--- src/rtl/rf_pkg.sv ---
// Shared register-file constants and types for the write-port arbiter slice.
// Build option: define RF_WARB_RR_EN for round-robin arbitration; fixed priority otherwise.
package rf_pkg;

  localparam int XLEN     = 64;
  localparam int ADDR_W   = 5;
  localparam int NUM_REGS = 32;

  typedef logic [ADDR_W-1:0] rf_addr_t;
  typedef logic [XLEN-1:0]   xlen_t;

endpackage

--- src/rtl/rf_rr_arbiter.sv ---
// One-hot grant generator for the register-file write port.
// RF_WARB_RR_EN defined: round-robin arbitration with a rotating start pointer.
// RF_WARB_RR_EN undefined: fixed priority, requester 0 highest, no state.
module rf_rr_arbiter #(
  parameter int NUM_REQ = 3
) (
`ifdef RF_WARB_RR_EN
  input  logic               clk_i,
  input  logic               rst_i,
`endif
  input  logic [NUM_REQ-1:0] req_i,
  input  logic               en_i,
  output logic [NUM_REQ-1:0] grant_o
);

`ifdef RF_WARB_RR_EN
  localparam int PTR_W = (NUM_REQ > 1) ? $clog2(NUM_REQ) : 1;

  logic [PTR_W-1:0] ptr_q;
  logic [PTR_W-1:0] ptr_d;

  // Search from the pointer for the first valid requester; the pointer moves past the winner.
  always_comb begin
    int  idx;
    logic found;
    // NOTE: every output gets a default before any condition, so no path leaves it unassigned (no latch).
    grant_o = '0;
    ptr_d   = ptr_q;
    found   = 1'b0;
    idx     = 0;
    if (en_i) begin
      for (int i = 0; i < NUM_REQ; i++) begin
        idx = int'(ptr_q) + i;
        if (idx >= NUM_REQ) idx = idx - NUM_REQ;
        if (!found && req_i[idx]) begin
          found        = 1'b1;
          grant_o[idx] = 1'b1;
          ptr_d        = (idx == NUM_REQ - 1) ? '0 : PTR_W'(idx + 1);
        end
      end
    end
  end

  // Priority pointer register; it only changes when a grant was issued.
  always_ff @(posedge clk_i or posedge rst_i) begin
    // NOTE: sequential state uses non-blocking assignment so every flop samples pre-edge values.
    if (rst_i) ptr_q <= '0;
    else       ptr_q <= ptr_d;
  end
`else
  // Fixed priority: scan from the highest index down so the lowest valid index wins.
  always_comb begin
    grant_o = '0;
    if (en_i) begin
      for (int i = NUM_REQ - 1; i >= 0; i--) begin
        if (req_i[i]) begin
          grant_o    = '0;
          grant_o[i] = 1'b1;
        end
      end
    end
  end
`endif

endmodule

--- src/rtl/rf_write_arbiter.sv ---
// Shares the register-file write port between NUM_REQ writeback sources.
// The winning request is registered onto the write port (one-cycle latency), and a
// pending-write scoreboard tracks in-flight destinations for RAW hazard detection.
// Build option: define RF_WARB_RR_EN for round-robin grants; fixed priority otherwise.
module rf_write_arbiter #(
  parameter int NUM_REQ = 3,
  parameter int XLEN    = 64,
  parameter int ADDR_W  = 5
) (
  input  logic                      clk_i,
  input  logic                      rst_i,
  input  logic [NUM_REQ-1:0]        req_valid_i,
  input  logic [NUM_REQ*ADDR_W-1:0] req_addr_i,
  input  logic [NUM_REQ*XLEN-1:0]   req_data_i,
  output logic [NUM_REQ-1:0]        req_ready_o,
  input  logic                      issue_valid_i,
  input  logic [ADDR_W-1:0]         issue_addr_i,
  input  logic                      flush_i,
  output logic                      rf_write_en_o,
  output logic [ADDR_W-1:0]         rf_write_addr_o,
  output logic [XLEN-1:0]           rf_write_data_o,
  output logic [rf_pkg::NUM_REGS-1:0] pending_o
);

  import rf_pkg::*;

  logic [NUM_REQ-1:0]  grant;
  logic                arb_en;
  logic                win_valid;
  logic [ADDR_W-1:0]   win_addr;
  logic [XLEN-1:0]     win_data;
  logic [NUM_REGS-1:0] pending_q;
  logic [NUM_REGS-1:0] pending_d;

  // No grants during flush or while reset is held, so no handshake can be lost.
  assign arb_en = !flush_i && !rst_i;

  rf_rr_arbiter #(
    .NUM_REQ (NUM_REQ)
  ) u_arb (
`ifdef RF_WARB_RR_EN
    .clk_i   (clk_i),
    .rst_i   (rst_i),
`endif
    .req_i   (req_valid_i),
    .en_i    (arb_en),
    .grant_o (grant)
  );

  assign req_ready_o = grant;
  assign win_valid   = |grant;

  // Select the granted requester's address and data (grant is one-hot).
  always_comb begin
    win_addr = '0;
    win_data = '0;
    for (int k = 0; k < NUM_REQ; k++) begin
      if (grant[k]) begin
        win_addr = req_addr_i[k*ADDR_W +: ADDR_W];
        win_data = req_data_i[k*XLEN +: XLEN];
      end
    end
  end

  // Write-port register: x0 writes are consumed but never enabled; address/data hold otherwise.
  always_ff @(posedge clk_i or posedge rst_i) begin
    if (rst_i) begin
      rf_write_en_o   <= 1'b0;
      rf_write_addr_o <= '0;
      rf_write_data_o <= '0;
    end else begin
      rf_write_en_o <= win_valid && (win_addr != '0);
      if (win_valid && (win_addr != '0)) begin
        rf_write_addr_o <= win_addr;
        rf_write_data_o <= win_data;
      end
    end
  end

  // Scoreboard next state: commit clears, issue sets (set wins), flush clears everything.
  always_comb begin
    pending_d = pending_q;
    if (flush_i) begin
      pending_d = '0;
    end else begin
      if (rf_write_en_o) pending_d[rf_write_addr_o] = 1'b0;
      if (issue_valid_i && (issue_addr_i != '0)) pending_d[issue_addr_i] = 1'b1;
    end
    pending_d[0] = 1'b0;
  end

  // Scoreboard state register.
  always_ff @(posedge clk_i or posedge rst_i) begin
    // NOTE: the scoreboard is a flop vector rather than a RAM, so clearing it on reset is legal and cheap.
    if (rst_i) pending_q <= '0;
    else       pending_q <= pending_d;
  end

  assign pending_o = pending_q;

endmodule

--- config.mk ---
export PLATFORM = sky130hd
export DESIGN_NAME = rf_write_arbiter
export DESIGN_NICKNAME = d
export VERILOG_FILES = /design/src/rtl/rf_pkg.sv /design/src/rtl/rf_rr_arbiter.sv /design/src/rtl/rf_write_arbiter.sv
export SDC_FILE = /design/constraint.sdc
export NUM_CORES = 1
export LEC_CHECK = 0
export BUFFER_PORTS_ARGS = -buffer_cell sky130_fd_sc_hd__buf_2
export CAP_MARGIN = 20
export CELL_PAD_IN_SITES_DETAIL_PLACEMENT = 0
export CELL_PAD_IN_SITES_GLOBAL_PLACEMENT = 1
export CORE_MARGIN = 2
export CORE_UTILIZATION = 33
export DETAILED_ROUTE_END_ITERATION = 10
export GPL_ROUTABILITY_DRIVEN = 1
export PLACE_DENSITY = 0.83
export SYNTH_ARGS = -nofsm -noshare
export SYNTH_HDL_FRONTEND = slang
export SYNTH_SLANG_ARGS = --single-unit
export TNS_END_PERCENT = 30
--- constraint.sdc ---
create_clock -name clk_i -period 6.3 [get_ports clk_i]
set_clock_uncertainty 0.05 [all_clocks]
set_input_delay 0.63 -clock clk_i [delete_from_list [all_inputs] [get_ports clk_i]]
set_output_delay 0.63 -clock clk_i [all_outputs]
set_load 0.1 [all_outputs]
Word level (Yosys, flattened, before mapping)
Cells that the tools add are included.
- bits in registers: 101
- word-level logic and storage cells: 39
- output and inout bits: 105
- magnitude comparators: 4
- muxes and demuxes: 18
- bitwise operators: 3
- reductions and logical operators: 10
- operators by type and width (operator ; count):
    $mux 64 ; 3
    $mux 32 ; 4
    $and 32x32->32 ; 1
    $not 32->32 ; 1
    $or 32x32->32 ; 1
    $mux 5 ; 3
    $lt 5x6->1 const B ; 2
    $mux 3 ; 4
    $demux 1 s5 ; 2
    $ge 5x1->1 const B ; 2
    $reduce_bool 5->1 ; 2
    $logic_and 1x1->1 ; 5
    $reduce_or 3->1 ; 1
    $logic_not 1->1 ; 2
    $mux 1 ; 2

Depth between registers and ports, before layout
Gate-level depths: netlist (run 1).
- word-level depth: 11
- depth in mapped cells: 10
- mapped depth without buffers: 7

By module
Synthesis (run 1) repeated with hierarchy kept, for this count alone.
- cells, all modules: 560
- area total of the unflattened synthesis: 5273.8 um^2
- modules (own cells, without submodules) (module ; area each (um^2) ; cells each ; times used):
    rf_write_arbiter ; 5245.0 ; 557 ; 1
    rf_rr_arbiter ; 28.8 ; 3 ; 1

Least setup slack after synthesis (run 1)
OpenSTA, ideal clock, no wires.
- path type: input-to-output
- start: input flush_i
- end: output req_ready_o[2]
- data required time: 5620 ps
- data arrival time: 2265 ps
- slack: 3355 ps
- stages: 6
- buffers on the path: 2
- path through: clkbuf_1 or2_1 nor2_1 nand2_1 inv_2 clkbuf_1
- word-level cells in the longest chain between the ends: 3
- RTL lines (element ; RTL line ; RTL):
    start, declared ; rf_write_arbiter.sv:18 ; input logic flush_i,
    $logic_not 1->1 ; rf_write_arbiter.sv:36 ; assign arb_en = !flush_i && !rst_i;
    $logic_and 1x1->1 ; rf_write_arbiter.sv:36 ;
    $mux 3 ; rf_rr_arbiter.sv:54 ; if (en_i) begin
    end, declared ; rf_write_arbiter.sv:15 ; output logic [NUM_REQ-1:0] req_ready_o,
No other way between the ends.

Final worst setup path (run 1)
Ends and elaborated chain as after synthesis.

==> results of run 1 <==
[layer usage]
layer | part of all wire | up-vias
li1 | - | 2650
met1 | 0.41 | 2573
met2 | 0.51 | 220
met3 | 0.076 | 15
met4 | 0.011 | 0
met5 | 0 | -
[per-stage QoR]
| stage | area [sq um] | utilization | total power, uW | hold WS (ns) | setup WS [ns] |
|---|---|---|---|---|---|
| 3_5_place_dp | 7144 | 0.4481 | 1384 | 0.4254 | 2.479 |
| 2_1_floorplan | 5415 | - | 1215 | 0.7702 | 2.973 |
| 4_1_cts | 7455 | 0.4676 | 1969 | 0.3178 | 2.481 |
| 5_1_grt | 7455 | 0.4676 | 2025 | 0.3480 | 2.363 |
| 3_3_place_gp | 7144 | 0.4481 | 1379 | 0.4206 | 2.524 |
| 6_report | 7455 | 0.4676 | 1941 | 0.3110 | 2.529 |
[critical path: stages]
cell     delay [ns]
buf_2          0.28
or2_2          0.34
buf_4          0.30
nor2_1         0.16
nand2_1        0.13
inv_2          0.11
buf_4          0.51
buf_2          0.55
[path summary, 6_finish.rpt]
check / startpoint / end / slack (ns)
max: flush_i / req_ready_o[2] / 2.53
min: rst_i / pending_o[27] / 0.31
max reg2reg: rf_write_addr_o[3] / pending_o[11] / 4.77
min reg2reg: rf_write_data_o[54] / rf_write_data_o[54] / 0.44
max in group asynchronous: rst_i / rf_write_data_o[13] / 4.70
min in group clk_i: rf_write_data_o[54] / rf_write_data_o[54] / 0.44
[flip-flops by register name, indices dropped and copies added, names as in the netlist]
register / cells
pending_o: 31
rf_write_data_o: 64
rf_write_en_o: 1
rf_write_addr_o: 5
[cell type report]
type / instances / share of cell area
repair buffers: 329 / 0.2232
well taps: 216 / 0.03625
flip-flops and latches: 101 / 0.3390
inverters: 4 / 0.002350
multi-input cells: 420 / 0.3575
clock inverters: 3 / 0.005874
clock buffers: 12 / 0.03575
[power by group through the flow]
stage          combinational, uW  clock, uW  sequential (uW)
6_report                     641        573              727
2_1_floorplan                154          0             1060
3_5_place_dp                 646          0              738
4_1_cts                      646        595              727
5_1_grt                      675        616              734
3_3_place_gp                 642          0              736
[cells by family (layout without fill, tap and decap cells)]
group / Yosys count / count (layout) / synth area share
AOI/OAI and AO/OA: 212 / 212 / 0.2380
and+or+nand+nor: 143 / 143 / 0.1190
DFF: 101 / 101 / 0.4667
muxes: 64 / 64 / 0.1331
buffers and inverters: 51 / 348 / 0.04251
other: 1 / 1 / 0.0006925
[cell usage in the layout, fill, tap and decap left out, types with 2 or more instances in the layout]
master     instances
a21oi_1           31
a22oi_1           66
and2_1             6
and3_1             2
and3b_1            2
buf_2            322
buf_4              7
clkbuf_16          9
clkbuf_8           3
dfrtp_1          101
inv_1              2
mux2_1             5
mux2_2            59
nand2_1          101
nand2b_1           4
nand3_1            2
nand3b_1           5
nor2_1             7
nor3b_1            4
o21ai_0          100
o2bb2ai_1          5
o311ai_0           4
o31ai_1            4
or3b_2             2
or4_1              2
==> results.cfg, run 1 <==
[final_layout]
area_growth_syn_to_layout_pct = 37.66
diodes = 0
multi_input_area_sq_um = 2665
fin_cells = 1085
drive_above_1_share = 0.4718
fill_cells = 1623
seq_area_sq_um = 2527
nets = 1084

[clocking]
cts_resized = 0
clk_pin_slew_worst_paths_ns = 0.06
cts.sinks = 101
numCtsBuffers = 9
post_cts_buffers = 0
h-tree-depth = 3
clock_path_buffers = 2
clkLatencyLatePin_ns = 0.35
cts_tree = built
postCtsHoldBufs = 0
cts_root_buf = clkbuf_16

[global_routing]
met1_usage = 0.2526
grt_pass1_wl_microns = 28390
grt_antenna_before_repair = 0
grt_pass1_vias = 5456
grt.busiest_layer = met2
met3_usage = 0.06113
grt_max_degree = 81
grt_usage = 0.2050
use_met2 = 0.3545
grt.overflow.total = 0

[pwr]
pwr-share-clk = 0.295
leakage_uw = 0.003833
p_int_uw = 1181
sw_frac_of_total = 0.3914
pwr-share-comb = 0.330
switchingPower_uw = 759.9
pwr-share-seq = 0.374
ir_drop_mv = 0.1330
p_per_area_nw_per_um2 = 260.4

[placed_design]
place_inst = 1070
dp_hpwl_microns = 13340
portBuffers = 322
place_congestion = 0.8382

[critical_path]
cp.arrival_ns = 3.09
required_ns = 5.62
crit_type = primary input to primary output
reg2reg_depth = 3
cp_max_fo = 66
cp-start-kind = primary input
end_kind = primary output

[job]
drv_cap = 0

[routing]
wl_per_cell_microns = 16.59
wirelength_microns = 18000
drc = 0
antenna_left = 0
drt_iter0_markers = 247
dr.pass1.iters = 5
vias = 5458
viasPerCell = 5.030

[timing]
period_share = 0.5985
rsz0062_at_grt = no
slew_headroom = 0.3259
tns_ns = 0
maxSlewViolCount = 0
hold_viol = 0
fin_crit_ns = 3.771
setup_viol = 0
worstMarginPinSlew_ns = 1.009
fmax_ghz = 0.2652

[yosys]
yosysWarnings = 0
ys_types = 35
synth_top_area_share = 0.4667
syn_inst = 572
yosysSeqAreaShare = 0.4667
syn-cell-area_sq_um = 5415
syn-num-nets = 791
syn_avg_cell_area_sq_um = 9.467
synthTopCellsByArea = dfrtp_1 47%, mux2_2 12%, o21ai_0 9.2%
ys_async_sr_fraction = 1.000
ys_ff_latch = 101
dominantRegCellSynth = dfrtp_1
synth_edf_count = 0
synth_commonest_cells = 101 x dfrtp_1, 101 x nand2_1, 100 x o21ai_0
synth_area_leader_cell = dfrtp_1

[floorplanning]
rows = 46
core_area_sq_um = 15940
dieArea_sq_um = 17450
fp.dieW_microns = 132.1
die_y_microns = 132.1
ioPinCount = 324
initial_core_util = 0.3397

[status]
status = complete, no violations

[worst_hold_path]
hold_path.class = primary input to async pin
Note: power is estimated with default switching activity, not from simulation.
==> run 2: changes to the inputs <==
Settings changed: CORE_UTILIZATION 33 to 28, PLACE_DENSITY 0.83 to 0.75.
Clock period 6.3 ns to 3.3 ns, I/O delays scaled along.
==> run 2 against run 1 <==
- first-iteration DRC count shrank 2.4%
- design area grew 1.6%
- core utilization shrank 6.6 points
- via count grew 1.3%
- largest cell class unchanged
==> results.cfg, run 2 (synthesis gave the netlist of run 1 again) <==
[timing]
maxSlewViolCount = 0
tns_ns = 0
period_share = 0.7879
fin_crit_ns = 2.600
holdWs_ns = 0.04568
worstMarginPinSlew_ns = 0.9508
setup_viol = 0
fmax_ghz = 0.3846
hold_viol = 0
rsz0062_at_grt = no
slew_headroom = 0.3648

[critical_path]
required_ns = 2.92
cp-start-kind = primary input
end_kind = primary output
cp.arrival_ns = 2.22
crit_type = primary input to primary output
cp_max_fo = 65
reg2reg_depth = 3

[routing]
vias = 5529
wirelength_microns = 19820
dr.pass1.iters = 4
wl_per_cell_microns = 17.46
drt_iter0_markers = 241
antenna_left = 0
viasPerCell = 4.871
drc = 0

[final_layout]
area_growth_syn_to_layout_pct = 39.81
fill_cells = 1939
regMostFlops = rf_write_data_o
layout_common_cells = 321 x buf_2, 101 x nand2_1, 101 x dfrtp_1
fin_cells = 1135
largest_reg_flops = 64
nets = 1086
final_common_cell = buf_2
drive_above_1_share = 0.4736

[clocking]
clock_path_buffers = 2
cts_root_buf = clkbuf_16
cts_resized = 0
post_cts_buffers = 0
clk_pin_slew_worst_paths_ns = 0.07
cts.sinks = 101
h-tree-depth = 3
postCtsHoldBufs = 0
cts_tree = built
clkLatencyLatePin_ns = 0.35
numCtsBuffers = 9

[global_routing]
grt_pass1_wl_microns = 29330
grt_usage = 0.1866
grt_pass1_vias = 5212
grt_antenna_before_repair = 4
grt.overflow.total = 0
grt_max_degree = 70

[floorplanning]
ioPinCount = 324
initial_core_util = 0.2876
rows = 50
die_y_microns = 143.1
dieArea_sq_um = 20470
core_area_sq_um = 18830
fp.dieW_microns = 143.1

[job]
drv_cap = 0

[pwr]
p_per_area_nw_per_um2 = 495.7
ir_drop_mv = 0.2321
sw_frac_of_total = 0.4056
p_int_uw = 2231
pwr-share-seq = 0.370
leakage_uw = 0.003848
pwr-share-clk = 0.299
pwr-share-comb = 0.332
switchingPower_uw = 1522

[placed_design]
place_inst = 1116
portBuffers = 322
dp_hpwl_microns = 14850
place_congestion = 0.8216

[worst_hold_path]
hold_path.class = primary input to async pin

[status]
status = complete, no violations
run 2: per-stage QoR:
stage	setup slack [ns]	instance area, sq um	utilization	total power, uW
2_1_floorplan	0.2729	5415	-	2320
3_3_place_gp	0.7652	7254	0.3852	2656
3_5_place_dp	0.6949	7254	0.3852	2664
4_1_cts	0.7299	7564	0.4017	3799
5_1_grt	0.5304	7569	0.4019	3917
6_report	0.6999	7571	0.4021	3753
run 2: final timing paths:
kind | startpoint | to | slack [ns]
min in group clk_i | req_data_i[180] | rf_write_data_o[52] | 0.24
min | rst_i | rf_write_addr_o[2] | 0.05
max | req_valid_i[1] | req_ready_o[2] | 0.70
max reg2reg | rf_write_addr_o[3] | pending_o[9] | 1.75
max in group asynchronous | rst_i | rf_write_data_o[6] | 2.44
min reg2reg | rf_write_data_o[55] | rf_write_data_o[55] | 0.44
run 2: power by group through the flow:
| stage | clock network, uW | logic [uW] | registers [uW] |
|---|---|---|---|
| 2_1_floorplan | 0 | 294 | 2030 |
| 3_3_place_gp | 0 | 1250 | 1410 |
| 3_5_place_dp | 0 | 1250 | 1410 |
| 4_1_cts | 1160 | 1250 | 1390 |
| 5_1_grt | 1210 | 1300 | 1400 |
| 6_report | 1120 | 1240 | 1390 |
run 2: final cells by class:
type	count	area, sq um	area share
Multi-Input combinational cell	420	2665	0.3520
Sequential cell	101	2527	0.3338
Timing Repair Buffer	331	1719	0.2271
Tap cell	260	325.3	0.04297
Clock buffer	10	239.0	0.03157
Clock inverter	6	70.07	0.009255
Inverter	4	17.52	0.002314
Antenna cell	3	7.507	0.0009916
run 2: layer usage:
metal	up-vias	wire length (microns)	track usage
met3	22	1157	0.04024
met1	2628	8521	0.2468
met2	209	9745	0.3014
li1	2668	-	-
met4	2	380	0.06566
met5	-	12	0
run 2: worst max-delay path, stage by stage:
cell and delay (ns):
buf_2 0.13, nor2b_1 0.46, nand2_1 0.30, inv_2 0.12, buf_4 0.56, buf_12 0.26
==> run 3: changes to the inputs <==
Settings changed: CORE_UTILIZATION 28 to 31, PLACE_DENSITY 0.75 to 0.79.
Clock period 3.3 ns to 2.4 ns, I/O delays scaled along.
==> run 3 against run 2 <==
- count of clock-buffer cells in the layout rose by 1
- die area fell by 9.4%
- design area increased by 1.3%
- largest cell class unchanged
==> results.cfg, run 3 (synthesis gave the netlist of run 1 again) <==
[placed_design]
place_congestion = 0.8205
dp_hpwl_microns = 13920
portBuffers = 322
placed_area_sq_um = 7365

[clocking]
clock_path_buffers = 2
numCtsBuffers = 9
cts_tree = built
cts_root_buf = clkbuf_16
clk_pin_slew_worst_paths_ns = 0.07
cts_resized = 0
post_cts_buffers = 0
postCtsHoldBufs = 0
cts.sinks = 101
h-tree-depth = 3
clkLatencyLatePin_ns = 0.35

[critical_path]
cp_max_fo = 20
crit_type = primary input to flop
cp-start-kind = primary input
required_ns = 2.58
end_kind = flop
cp.arrival_ns = 2.16
reg2reg_depth = 3

[timing]
maxSlewViolCount = 0
fmax_ghz = 0.5057
tns_ns = 0
hold_viol = 0
worstMarginPinSlew_ns = 0.7500
fin_crit_ns = 1.978
slew_headroom = 0.5000
period_share = 0.8240
rsz0062_at_grt = no
setup_viol = 0
holdWs_ns = 0.03522

[floorplanning]
fp.dieW_microns = 136.2
initial_core_util = 0.3153
dieArea_sq_um = 18540
die_y_microns = 136.2
ioPinCount = 324
rows = 48
core_area_sq_um = 17180

[pwr]
p_per_area_nw_per_um2 = 666.8
ir_drop_mv = 0.3645
leakage_uw = 0.003914

[final_layout]
largest_reg_flops = 64
final_common_cell = buf_2
utilization = 0.4463
layout_common_cells = 319 x buf_2, 101 x nand2_1, 101 x dfrtp_1
nets = 1099
area_growth_syn_to_layout_pct = 41.57
diodes = 0
regMostFlops = rf_write_data_o
drive_above_1_share = 0.4802
fin_area_sq_um = 7666

[routing]
wl_per_cell_microns = 16.57
wl_met3_microns = 1305
vias = 5566
antenna_left = 0
route.met2.wl_microns = 9247
top_layer = met4
wl_met1_microns = 7533
drc = 0
viasPerCell = 5.014
wirelength_microns = 18400
dr.pass1.iters = 5
drt_iter0_markers = 326

[global_routing]
grt_pass1_vias = 5429
grt_max_degree = 66
grt_usage = 0.1947
grt_pass1_wl_microns = 28010
grt_antenna_before_repair = 0
grt.overflow.total = 0

[worst_hold_path]
hold_path.class = primary input to async pin

[job]
drv_cap = 0

[status]
status = complete, no violations
-- run 3: layout make-up --
cell class | instances | area, sq um
clock buffer | 11 | 242.7
multi-input combinational | 420 | 2665
fill | 1736 | 9510
clock inverter | 5 | 58.81
inverter | 4 | 18.77
timing repair buffer | 344 | 1872
tap | 225 | 281.5
sequential | 101 | 2527
-- run 3: worst max-delay path: stages --
cell and delay [ns]:
buf_2 0.10, or4_1 0.52, a22oi_1 0.21, inv_1 0.10, o31ai_4 0.26, buf_12 0.19, buf_12 0.17, mux2_2 0.35
-- run 3: path summary, 6_finish.rpt --
path / start / end / slack [ns]
setup / recovery: req_addr_i[5] / rf_write_data_o[20] / 0.42
hold / removal: rst_i / rf_write_data_o[51] / 0.04
setup reg to reg: rf_write_addr_o[3] / pending_o[11] / 0.85
hold reg to reg: rf_write_data_o[52] / rf_write_data_o[52] / 0.44
max in group asynchronous: rst_i / rf_write_data_o[30] / 1.68
min in group clk_i: req_data_i[182] / rf_write_data_o[54] / 0.17
-- run 3: report_power, final --
part           internal, uW  switching [uW]
Combinational           423            1300
Clock                   839             640
Sequential             1820            91.6
Total                  3080            2030
-- run 3: through the flow --
step	worst slack (ns)	cells	power [uW]
after global routing	0.3470	1110	5342
final	0.4224	1110	5112
after floorplan	0.06312	572	3190
after global placement	0.05965	1094	3660
after CTS	0.4288	1110	5180
after detailed placement	0.04790	1094	3672
-- run 3: metal layers --
metal	up-vias	GRT usage
li1	2687	-
met1	2623	0.2384
met2	234	0.3389
met3	22	0.04735
met4	0	0.05729
met5	-	0
